==> config.mk <==
export PLATFORM = sky130hd
export DESIGN_NAME = tone_synth_flat
export DESIGN_NICKNAME = d
export VERILOG_FILES = /design/src/rtl/tone_synth_if.sv /design/src/rtl/tone_synth.sv /design/src/flat_wrapper.sv
export SDC_FILE = /design/constraint.sdc
export NUM_CORES = 1
export LEC_CHECK = 0
export CORE_ASPECT_RATIO = 0.6
export CORE_MARGIN = 4
export CORE_UTILIZATION = 50
export CTS_BUF_LIST = sky130_fd_sc_hd__clkbuf_4
export CTS_CLUSTER_DIAMETER = 150
export DETAILED_ROUTE_END_ITERATION = 6
export PLACE_DENSITY = 0.71
export SLEW_MARGIN = 10
export SYNTH_ARGS = -nofsm -noshare
export SYNTH_HDL_FRONTEND = slang
export SYNTH_SLANG_ARGS = --single-unit
export TNS_END_PERCENT = 1
==> constraint.sdc <==
create_clock -name CLK -period 4.2 [get_ports CLK]
set_input_delay 0.63 -clock CLK [delete_from_list [all_inputs] [get_ports CLK]]
set_output_delay 0.63 -clock CLK [all_outputs]
set_load 0.005 [all_outputs]
==> src/rtl/tone_synth_if.sv <==
// Key/octave inputs toward the tone synth and the tone/note outputs back from it.
// The tone side uses slave; the key-scanning side (or a bench) uses master.
interface tone_synth_if #(
  parameter int NUM_KEYS = 8
);
  localparam int IDX_W = $clog2(NUM_KEYS);

  logic [NUM_KEYS-1:0] sw;
  logic [1:0]          octave;
  logic                FREQ;
  logic [IDX_W-1:0]    note;
  logic                note_valid;

  modport master (output sw, output octave, input FREQ, input note, input note_valid);
  modport slave  (input sw, input octave, output FREQ, output note, output note_valid);
endinterface

==> src/rtl/tone_synth.sv <==
// Square-wave tone from a table of per-key half periods; key-to-tone latency 3 cycles (2 sync + 1).
// No backpressure: the output runs freely and pitch changes land only on half-period boundaries.
module tone_synth #(
  parameter int                        NUM_KEYS     = 8,
  parameter int                        DIV_W        = 18,
  parameter logic [NUM_KEYS*DIV_W-1:0] HALF_PERIODS = {18'd191113, 18'd170265, 18'd151685, 18'd143172,
                                                       18'd127551, 18'd113636, 18'd101239, 18'd95557},
  parameter bit                        MSB_PRIORITY = 1'b1,
  parameter int unsigned               RELEASE_CYC  = 5000000
) (
  input logic         CLK,
  input logic         RESET,
  tone_synth_if.slave bus
);
  localparam int IDX_W = $clog2(NUM_KEYS);
  localparam int REL_W = (RELEASE_CYC > 0) ? $clog2(RELEASE_CYC + 1) : 1;
  localparam logic [REL_W-1:0] REL_INIT = REL_W'(RELEASE_CYC);

  typedef enum logic [1:0] {IDLE, PLAY, RELEASE} state_t;

  logic [NUM_KEYS-1:0] sw_s1, sw_s2;
  logic [1:0]          oct_s1, oct_s2;
  state_t              state, state_n;
  logic                freq, freq_n;
  logic [DIV_W-1:0]    cnt, cnt_n, h_cur, h_cur_n;
  logic [IDX_W-1:0]    note, note_n;
  logic [REL_W-1:0]    rel_cnt, rel_n;

  logic                sel_valid;
  logic [IDX_W-1:0]    sel_idx;
  logic [DIV_W-1:0]    h_base, h_sh, h_new;
  logic                boundary;

  always_ff @(posedge CLK or posedge RESET) begin
    if (RESET) begin
      sw_s1   <= '0;
      sw_s2   <= '0;
      oct_s1  <= '0;
      oct_s2  <= '0;
      state   <= IDLE;
      freq    <= 1'b0;
      cnt     <= '0;
      h_cur   <= '0;
      note    <= '0;
      rel_cnt <= '0;
    end else begin
      sw_s1   <= bus.sw;
      sw_s2   <= sw_s1;
      oct_s1  <= bus.octave;
      oct_s2  <= oct_s1;
      state   <= state_n;
      freq    <= freq_n;
      cnt     <= cnt_n;
      h_cur   <= h_cur_n;
      note    <= note_n;
      rel_cnt <= rel_n;
    end
  end

  // Last match in scan order wins, so the scan direction sets the priority.
  always_comb begin
    sel_idx = '0;
    if (MSB_PRIORITY) begin
      for (int k = 0; k < NUM_KEYS; k++)
        if (sw_s2[k]) sel_idx = IDX_W'(k);
    end else begin
      for (int k = NUM_KEYS - 1; k >= 0; k--)
        if (sw_s2[k]) sel_idx = IDX_W'(k);
    end
  end

  assign sel_valid = |sw_s2;

  always_comb begin
    h_base = '0;
    for (int k = 0; k < NUM_KEYS; k++)
      if (sel_idx == IDX_W'(k)) h_base = HALF_PERIODS[k*DIV_W +: DIV_W];
    case (oct_s2)
      2'd1:    h_sh = h_base >> 1;
      2'd2:    h_sh = h_base >> 2;
      2'd3:    h_sh = h_base[DIV_W-1] ? '1 : {h_base[DIV_W-2:0], 1'b0};
      default: h_sh = h_base;
    endcase
    h_new = (h_sh < DIV_W'(2)) ? DIV_W'(2) : h_sh;
  end

  assign boundary = (cnt == '0);

  always_comb begin
    state_n = state;
    freq_n  = freq;
    cnt_n   = cnt;
    h_cur_n = h_cur;
    note_n  = note;
    rel_n   = rel_cnt;
    case (state)
      IDLE: begin
        freq_n = 1'b0;
        if (sel_valid) begin
          state_n = PLAY;
          freq_n  = 1'b1;
          cnt_n   = h_new - DIV_W'(1);
          h_cur_n = h_new;
          note_n  = sel_idx;
        end
      end
      default: begin
        // PLAY and RELEASE share the tone generator; a new pitch is only taken at a boundary.
        if (boundary) begin
          freq_n = ~freq;
          if (sel_valid) begin
            h_cur_n = h_new;
            note_n  = sel_idx;
            cnt_n   = h_new - DIV_W'(1);
          end else begin
            cnt_n   = h_cur - DIV_W'(1);
          end
        end else begin
          cnt_n = cnt - DIV_W'(1);
        end
        if (state == PLAY) begin
          if (!sel_valid) begin
            state_n = RELEASE;
            rel_n   = REL_INIT;
          end
        end else begin
          if (rel_cnt != '0) rel_n = rel_cnt - REL_W'(1);
          if (sel_valid) begin
            state_n = PLAY;
          end else if (rel_cnt == '0 && boundary && freq) begin
            state_n = IDLE;
            freq_n  = 1'b0;
          end
        end
      end
    endcase
  end

  assign bus.FREQ       = freq;
  assign bus.note       = note;
  assign bus.note_valid = (state != IDLE);
endmodule
==> src/flat_wrapper.sv <==
// flat-port wrapper written by rule: the top's interface ports become plain ports
module tone_synth_flat 
#(
  parameter int                        NUM_KEYS     = 8,
  parameter int                        DIV_W        = 18,
  parameter logic [NUM_KEYS*DIV_W-1:0] HALF_PERIODS = {18'd191113, 18'd170265, 18'd151685, 18'd143172,
                                                       18'd127551, 18'd113636, 18'd101239, 18'd95557},
  parameter bit                        MSB_PRIORITY = 1'b1,
  parameter int unsigned               RELEASE_CYC  = 5000000
)
  (CLK, RESET, bus_sw, bus_octave, bus_FREQ, bus_note, bus_note_valid);
  tone_synth_if #(.NUM_KEYS(NUM_KEYS)) bus_i ();
  input logic CLK;
  input logic RESET;
  input wire logic [$bits(bus_i.sw)-1:0] bus_sw;
  input wire logic [$bits(bus_i.octave)-1:0] bus_octave;
  output wire logic [$bits(bus_i.FREQ)-1:0] bus_FREQ;
  output wire logic [$bits(bus_i.note)-1:0] bus_note;
  output wire logic [$bits(bus_i.note_valid)-1:0] bus_note_valid;
  assign bus_i.sw = bus_sw;
  assign bus_i.octave = bus_octave;
  assign bus_FREQ = bus_i.FREQ;
  assign bus_note = bus_i.note;
  assign bus_note_valid = bus_i.note_valid;
  tone_synth #(.NUM_KEYS(NUM_KEYS), .DIV_W(DIV_W), .HALF_PERIODS(HALF_PERIODS), .MSB_PRIORITY(MSB_PRIORITY), .RELEASE_CYC(RELEASE_CYC)) u_core (.CLK(CLK), .RESET(RESET), .bus(bus_i));
endmodule
# Yosys cells after proc, flatten, opt, wreduce, memory -nomap -nowiden
# Cells that the tools add are included.
[totals]
register_bits = 85
in_bits = 12
out_inout_bits = 5
elab_cells = 88
[classes]
add_sub_neg = 4
magnitude_cmp = 1
eq_ne = 14
mux = 43
n_bitwise = 2
reduce_logical = 14
[op_table]
columns = ["op", "count"]
rows = [
  ["$mux W18", 13],
  ["$mux W23", 3],
  ["$mux W17", 4],
  ["$pmux W18 S3", 1],
  ["$sub A18 B1 Y18 const B", 3],
  ["$logic_not A23 Y1", 1],
  ["$reduce_bool A23 Y1", 1],
  ["$sub A23 B1 Y23 const B", 1],
  ["$mux W3", 7],
  ["$logic_not A18 Y1", 1],
  ["$lt A18 B2 Y1 const B", 1],
  ["$mux W2", 8],
  ["$eq A3 B3 Y1 const B", 4],
  ["$reduce_or A8 Y1", 1],
  ["$mux W1", 7],
  ["$eq A3 B2 Y1 const B", 2],
  ["$reduce_and A3 Y1", 2],
  ["$reduce_bool A2 Y1", 3],
  ["$eq A2 B1 Y1 const B", 2],
  ["$eq A2 B2 Y1 const B", 2],
  ["$eq A3 B1 Y1 const B", 1],
  ["$logic_not A3 Y1", 1],
  ["$ne A3 B3 Y1 const B", 1],
  ["$reduce_bool A3 Y1", 1],
  ["other kinds (5)", 7],
]

# Depth between registers and ports, before layout
# Gate-level depths: netlist of the first run.
[logic_depth]
ltp_word = 24
mapped_depth = 10
ltp_nobuf = 9

# Worst setup path before layout of the first run
# OpenSTA, ideal clock, no wires.
[synth_timing]
path_kind = "register to register"
from = "register u_core.sw_s2[5]"
to = "register u_core.cnt[6]"
setup_ps = 124
arrival_ps = 2348
t_required_ps = 4076
path_slack_ps = 1728
stages_incl_launch_ff = 10
n_path_buf = 1
synth_period_minus_slack_ps = 2472
path_cell_list = "dfrtp_1 -> buf_2 -> nor4_4 -> nand2_1 -> nor4b_1 -> a211o_1 -> ha_1 -> and4bb_1 -> nand3_1 -> a211o_1"
[synth_via]
elab_chain_len = 20
word_cells_on_any_way = 30
cone_classes = "add/sub (1); order compare (1); eq/ne (8); mux (18); reduce/logical (2)"
[synth_rtl]
columns = ["element", "line_no", "rtl"]
rows = [
  ["start, declared", "tone_synth.sv:21", "logic [NUM_KEYS-1:0] sw_s1, sw_s2;"],
  ["start signal, assigned", "tone_synth.sv:48", "sw_s2 <= sw_s1;"],
  ["$mux W3 (3 in a row)", "tone_synth.sv:65", "if (sw_s2[k]) sel_idx = IDX_W'(k);"],
  ["$logic_not A3 Y1", "tone_synth.sv:77", "if (sel_idx == IDX_W'(k)) h_base = HALF_PERIODS[k*DIV_W +: DIV_W];"],
  ["$mux W17 (4 in a row)", "tone_synth.sv:77", ""],
  ["$mux W18 (4 in a row)", "tone_synth.sv:77", ""],
  ["$mux W18", "tone_synth.sv:81", "2'd3: h_sh = h_base[DIV_W-1] ? '1 : {h_base[DIV_W-2:0], 1'b0};"],
  ["$pmux W18 S3", "tone_synth.sv:78", "case (oct_s2)"],
  ["$lt A18 B2 Y1", "tone_synth.sv:84", "h_new = (h_sh < DIV_W'(2)) ? DIV_W'(2) : h_sh;"],
  ["$mux W18", "tone_synth.sv:84", ""],
  ["$sub A18 B1 Y18", "tone_synth.sv:102, tone_synth.sv:114", ""],
  ["$mux W18", "tone_synth.sv:111", "if (sel_valid) begin"],
  ["$mux W18", "tone_synth.sv:109", "if (boundary) begin"],
  ["$mux W18", "tone_synth.sv:96", "case (state)"],
  ["end signal, assigned", "tone_synth.sv:53", "cnt <= cnt_n;"],
  ["end, declared", "tone_synth.sv:25", "logic [DIV_W-1:0] cnt, cnt_n, h_cur, h_cur_n;"],
]
# Several ways; a longest one is shown, not always the timed one. The select of a mux whose other input is x is not followed.
# A chain may end at the register's enable or synchronous reset.

# Worst setup path in the final report of the first run
[layout_timing]
from = "register u_core.sw_s2[6]"
to = "register u_core.cnt[6]"
[layout_via]
elab_chain_len = 19
word_cells_on_any_way = 29
cone_classes = "add/sub (1); order compare (1); eq/ne (8); mux (17); reduce/logical (2)"
[layout_rtl]
columns = ["element", "line_no"]
rows = [
  ["$mux W3 (2 in a row)", "tone_synth.sv:65"],
  ["$logic_not A3 Y1", "tone_synth.sv:77"],
  ["$mux W17 (4 in a row)", "tone_synth.sv:77"],
  ["$mux W18 (4 in a row)", "tone_synth.sv:77"],
  ["$mux W18", "tone_synth.sv:81"],
  ["$pmux W18 S3", "tone_synth.sv:78"],
  ["$lt A18 B2 Y1", "tone_synth.sv:84"],
  ["$mux W18", "tone_synth.sv:84"],
  ["$sub A18 B1 Y18", "tone_synth.sv:102, tone_synth.sv:114"],
  ["$mux W18", "tone_synth.sv:111"],
  ["$mux W18", "tone_synth.sv:109"],
  ["$mux W18", "tone_synth.sv:96"],
]
# Several ways; a longest one is shown, not always the timed one. The select of a mux whose other input is x is not followed.

==> flow_summary.toml, run 1 <==
[floorplanning]
fp.coreArea_um2 = 9910
fp.dieArea_um2 = 11900
die_h_um = 86.3
initial_utilization = 0.515
rows = 28
io_pins = 17
die_w_um = 138

[timing]
drv_slew = 0
finalSetupViolCount = 0
setup_tns_ns = 0
clock_skew_ns = 0.0146
tightest_slew_ns = 0.913
min_period_over_period = 0.748
setup_slack_ns = 1.06
finalHoldViolCount = 0
clock.fmax_ghz = 0.318
fin_crit_ns = 3.14
rsz0062_at_grt = "false"
slew_headroom = 0.385

[outcome]
status = "complete, no violations"

[detailed_routing]
drcViolationCount = 0
detail-route-antenna-nets = 0
wire_per_inst_um = 19.7
drt_wl_total_um = 14100
vias_per_cell = 6.36
vias = 4564
drt_iter0_drc = 584
dr.pass1.iters = 6

[clocking]
cts_buffers = 9
cts_resized = 0
cts.sink_count = 85
cts.htree.levels = 3
clkLatencyLatePin_ns = 0.46
postCtsSetupBuffers = 0
clockRootBuffer = "clkbuf_4"
cts_tree = "done"
hold_buffers = 0
cts_max_path_buffers = 2
cts.reportedPaths.clkPinSlew_ns = 0.14

[synth]
syn_area_per_cell_um2 = 8.91
async_flop_share = 1.00
ys.flop_type = "dfrtp_1"
synthCells = 573
synth_area_leaders = "dfrtp_1, nand2_1, nor2_1"
synth_edf_count = 0
yosysWarnings = 0
ys_seq_area_frac = 0.417
synthesis.area_um2 = 5110
synth_top_area_cell = "dfrtp_1"
ys_ff_latch = 85
synthesis.nets = 589
synth_top_area_frac = 0.417
synthDistinctLibCells = 75

[global_routing]
overflow = 0
antenna_found_initial = 0
grt_pass1_wl_um = 22400
grt_max_degree = 41
grt_pass1_vias = 4077
grt.total_usage = 0.242

[power]
p_clk_frac = 0.249
intPower_uw = 1540
leakage_uw = 0.00220
worst_ir_drop_vdd_mv = 0.210
power.density_nw_per_um2 = 426
power_frac_comb = 0.262
seqPwrFrac = 0.489
switching_share = 0.348
p_switching_uw = 822

[final_layout]
final_cell_mix = "dfrtp_1, nand2_1, nor2_1"
fill_cells = 864
area_delta_synth_final_pct = 8.43
fin_util = 0.558
layout_commonest_cell = "dfrtp_1"
drive_above_1_share = 0.0840
finalNetCount = 595
antenna_cells = 0
seq_area_um2 = 2130
fin_cells = 718
multi_input_area_um2 = 2770

[setup_path]
crit_path_start = "u_core.sw_s2[6]$_DFF_PP0_"
crit_type = "reg2reg"
cp-end-kind = "flop"
timing.rr.start = "u_core.sw_s2[6]$_DFF_PP0_"
r2r_slack_ns = 1.06
crit_arrival_ns = 3.51
cp_data_required_time_ns = 4.57
crit_fanout = 13
worst_setup_path_start_kind = "flop"

[hold_path]
min_from = "u_core.sw_s1[1]$_DFF_PP0_"
hold_class = "reg2reg"

[placement]
pre_cts_ws_ns = 1.09
dp_hpwl_um = 10700
gp_congestion = 0.958
portBuffers = 16
dp.cells = 703

[job]
maxCapViolCount = 0
[critical path: stages (launching register included)]
cell      delay [ns]
dfrtp_1         0.57
nor4_4          0.67
nand2_1         0.28
nor4b_1         0.46
a211o_1         0.21
ha_1            0.20
and4bb_1        0.25
nand3_1         0.10
a211o_1         0.31
[kinds of logic after synthesis]
logic type	count (synthesis)	share of synthesized area
mux	1	0.00196
simple gates	241	0.263
flops	85	0.417
buf+inv	47	0.0407
compound gates	161	0.210
xor+xnor	34	0.0583
fa+ha+maj	4	0.00980
[power by group through the flow]
stage	logic [uW]	registers [uW]	clock network (uW)
6_report	619	1150	587
5_1_grt	686	1170	634
4_1_cts	612	1140	602
3_5_place_dp	612	1160	0
3_3_place_gp	597	1150	0
2_1_floorplan	486	1110	0
[cells in the mapped netlist, types with 3 or more instances]
| library cell | instances |
|---|---|
| a211o_1 | 7 |
| a211oi_1 | 9 |
| a21o_1 | 6 |
| a21oi_1 | 22 |
| a22oi_1 | 4 |
| a31oi_1 | 9 |
| and3_1 | 5 |
| and4_1 | 3 |
| buf_2 | 7 |
| buf_4 | 4 |
| clkbuf_1 | 17 |
| dfrtp_1 | 85 |
| ha_1 | 4 |
| inv_1 | 16 |
| nand2_1 | 58 |
| nand2_2 | 3 |
| nand3_1 | 20 |
| nand3b_1 | 3 |
| nand4_1 | 3 |
| nor2_1 | 54 |
| nor2b_1 | 4 |
| nor3_1 | 34 |
| nor4_1 | 8 |
| nor4b_1 | 3 |
| o211ai_1 | 7 |
| o21ai_0 | 37 |
| o21ai_1 | 14 |
| o221ai_1 | 6 |
| o22ai_1 | 7 |
| o31ai_1 | 7 |
| or3_1 | 8 |
| or4_1 | 4 |
| or4_4 | 4 |
| xnor2_1 | 19 |
| xor2_1 | 15 |
[flip-flops by register name, summed over array words and instances, names as in the netlist]
name	flops
u_core.bus.FREQ	1
u_core.bus.note	3
u_core.cnt	18
u_core.h_cur	18
u_core.oct_s1	2
u_core.oct_s2	2
u_core.rel_cnt	23
u_core.state	2
u_core.sw_s1	8
u_core.sw_s2	8
[layer usage]
metal / track usage / wire length, um / up-vias
met5: 0 / 0 / -
met4: 0.0547 / 151 / 0
met3: 0.0976 / 1940 / 19
met2: 0.288 / 5080 / 255
met1: 0.391 / 6970 / 2157
li1: - / - / 2133
[worst paths after layout]
check                      cells after the start                            to
max                                            8     u_core.cnt[6]$_DFFE_PP0P_
min                                            0     u_core.sw_s2[1]$_DFF_PP0_
max reg2reg                                    8     u_core.cnt[6]$_DFFE_PP0P_
min reg2reg                                    0     u_core.sw_s2[1]$_DFF_PP0_
max in group asynchronous                      3     u_core.cnt[3]$_DFFE_PP0P_
min in group asynchronous                      2  u_core.h_cur[10]$_DFFE_PP0P_
[area by class of cell]
cell class                      count  area share
Clock buffer                        9      0.0122
Inverter                           18      0.0124
Clock inverter                      6      0.0203
Multi-Input combinational cell    441       0.501
Tap cell                          135      0.0305
Timing Repair Buffer               24      0.0398
Sequential cell                    85       0.384
[through the flow]
stage,hold WS (ns),power [uW],cell area [um^2]
floorplan,0.331,1590,5110
global placement,0.332,1750,5360
detailed placement,0.336,1770,5360
CTS,0.365,2360,5540
global route,0.371,2490,5540
finish,0.364,2360,5540
(Power assumes the default switching activity.)
==> inputs of run 2 (changes only) <==
clock period = 2.9 ns   (was 4.2 ns; I/O delays follow)
==> flow_summary.toml, run 2 (synthesized netlist as in run 1, its figures left out) <==
[setup_path]
crit_arrival_ns = 3.13
timing.rr.start = "u_core.sw_s2[6]$_DFF_PP0_"
worst_setup_path_start_kind = "flop"
rr_worst_depth = 6
reg2reg_to = "u_core.cnt[10]$_DFFE_PP0P_"
crit_fanout = 13
cp_data_required_time_ns = 3.28
crit_type = "reg2reg"
cp-end-kind = "flop"
r2r_slack_ns = 0.16

[clocking]
cts.sink_count = 85
cts_max_path_buffers = 2
cts_tree = "done"
cts.htree.levels = 3
cts_resized = 0
cts_buffers = 9
hold_buffers = 0
postCtsSetupBuffers = 0
cts.reportedPaths.clkPinSlew_ns = 0.14
clockRootBuffer = "clkbuf_4"
clkLatencyLatePin_ns = 0.46

[final_layout]
layout_commonest_cell = "dfrtp_1"
drive_above_1_share = 0.122
reg_top3 = "u_core.rel_cnt x23, u_core.cnt x18, u_core.h_cur x18"
top_register = "u_core.rel_cnt"
final_cell_mix = "dfrtp_1, nand2_1, nor2_1"
largest_reg_flops = 23
antenna_cells = 0
area_delta_synth_final_pct = 11.4
finalNetCount = 619

[global_routing]
grt_pass1_vias = 4415
grt_max_degree = 42
grt_pass1_wl_um = 25000
antenna_found_initial = 0
grt.total_usage = 0.266
overflow = 0

[placement]
portBuffers = 16
dp_hpwl_um = 11700
gp_congestion = 0.975
pre_cts_ws_ns = 0.289

[timing]
clock.fmax_ghz = 0.364
finalHoldViolCount = 0
setup_tns_ns = 0
drv_slew = 0
slew_headroom = 0.401
rsz0062_at_grt = "false"
fin_crit_ns = 2.74
tightest_slew_ns = 0.887
setup_slack_ns = 0.157
finalSetupViolCount = 0
min_period_over_period = 0.946
clock_skew_ns = 0.0162

[detailed_routing]
drt_iter0_drc = 636
drt_wl_total_um = 15200
vias_per_cell = 6.48
detail-route-antenna-nets = 0
wire_per_inst_um = 20.5
vias = 4816
drcViolationCount = 0
dr.pass1.iters = 7

[hold_path]
hold_class = "in2async"

[floorplanning]
rows = 28
io_pins = 17
fp.coreArea_um2 = 9910
fp.dieArea_um2 = 11900
initial_utilization = 0.515
die_w_um = 138
die_h_um = 86.3

[power]
worst_ir_drop_vdd_mv = 0.272
power.density_nw_per_um2 = 583
leakage_uw = 0.00230

[outcome]
status = "complete, no violations"

[job]
maxCapViolCount = 0
-- run 2: cell types whose count changed in the layout (fill, tap and decap cells not counted), sizes merged --
cell,delta
clkbuf,+1
buf,+24
bufinv,-2
clkinvlp,+2
-- run 2: cell type report --
cell class                      instances  area [um^2]
Fill cell                             869         4230
Multi-Input combinational cell        441         2770
Sequential cell                        85         2130
Timing Repair Buffer                   48          413
Tap cell                              135          169
Clock buffer                           10         75.1
Inverter                               18         68.8
Clock inverter                          6         63.8
-- run 2: metal layers --
layer	track usage	wire length (um)	up-vias
li1	-	-	2178
met1	0.427	7330	2294
met2	0.329	5610	320
met3	0.103	2130	24
met4	0.0547	171	0
met5	0	0	-
-- run 2: through the flow --
step	cell area [um^2]	power (uW)	utilization	hold slack (ns)	std cells
finish	5690	3320	0.574	0.284	743
CTS	5690	3320	0.574	0.276	743
detailed placement	5550	2600	0.560	0.337	727
global placement	5550	2570	0.560	0.332	727
floorplan	5110	2310	-	0.331	573
global route	5690	3530	0.574	0.292	743
-- run 2: worst max-delay path by stage --
stage | to | slack [ns] | start | cells after the start
detailed placement | u_core.cnt[10]$_DFFE_PP0P_ | 0.29 | u_core.sw_s2[6]$_DFF_PP0_ | 6
global route | u_core.cnt[10]$_DFFE_PP0P_ | 0.04 | u_core.sw_s2[6]$_DFF_PP0_ | 6
global placement | u_core.cnt[15]$_DFFE_PP0P_ | 0.34 | u_core.sw_s2[3]$_DFF_PP0_ | 6
finish | u_core.cnt[10]$_DFFE_PP0P_ | 0.16 | u_core.sw_s2[6]$_DFF_PP0_ | 6
CTS | u_core.cnt[10]$_DFFE_PP0P_ | 0.25 | u_core.sw_s2[6]$_DFF_PP0_ | 6
floorplan | u_core.bus.FREQ$_DFF_PP0_ | 0.27 | RESET | 1
-- run 2: critical path, stage by stage (launching register included) --
cell      delay (ns)
dfrtp_1         0.57
or4_1           0.76
or2_1           0.38
buf_4           0.22
nor2_1          0.39
o21ai_0         0.22
o211ai_1        0.13
-- run 2: where the power goes --
group / switching [uW] / internal, uW
combinational: 511 / 431
clock: 441 / 271
sequential: 278 / 1390
==> inputs of run 3 (changes only) <==
CAP_MARGIN = 20   (was not set)
==> results of run 3 <==
Same layout as run 2: the final DEF is identical, and so are final timing and power.
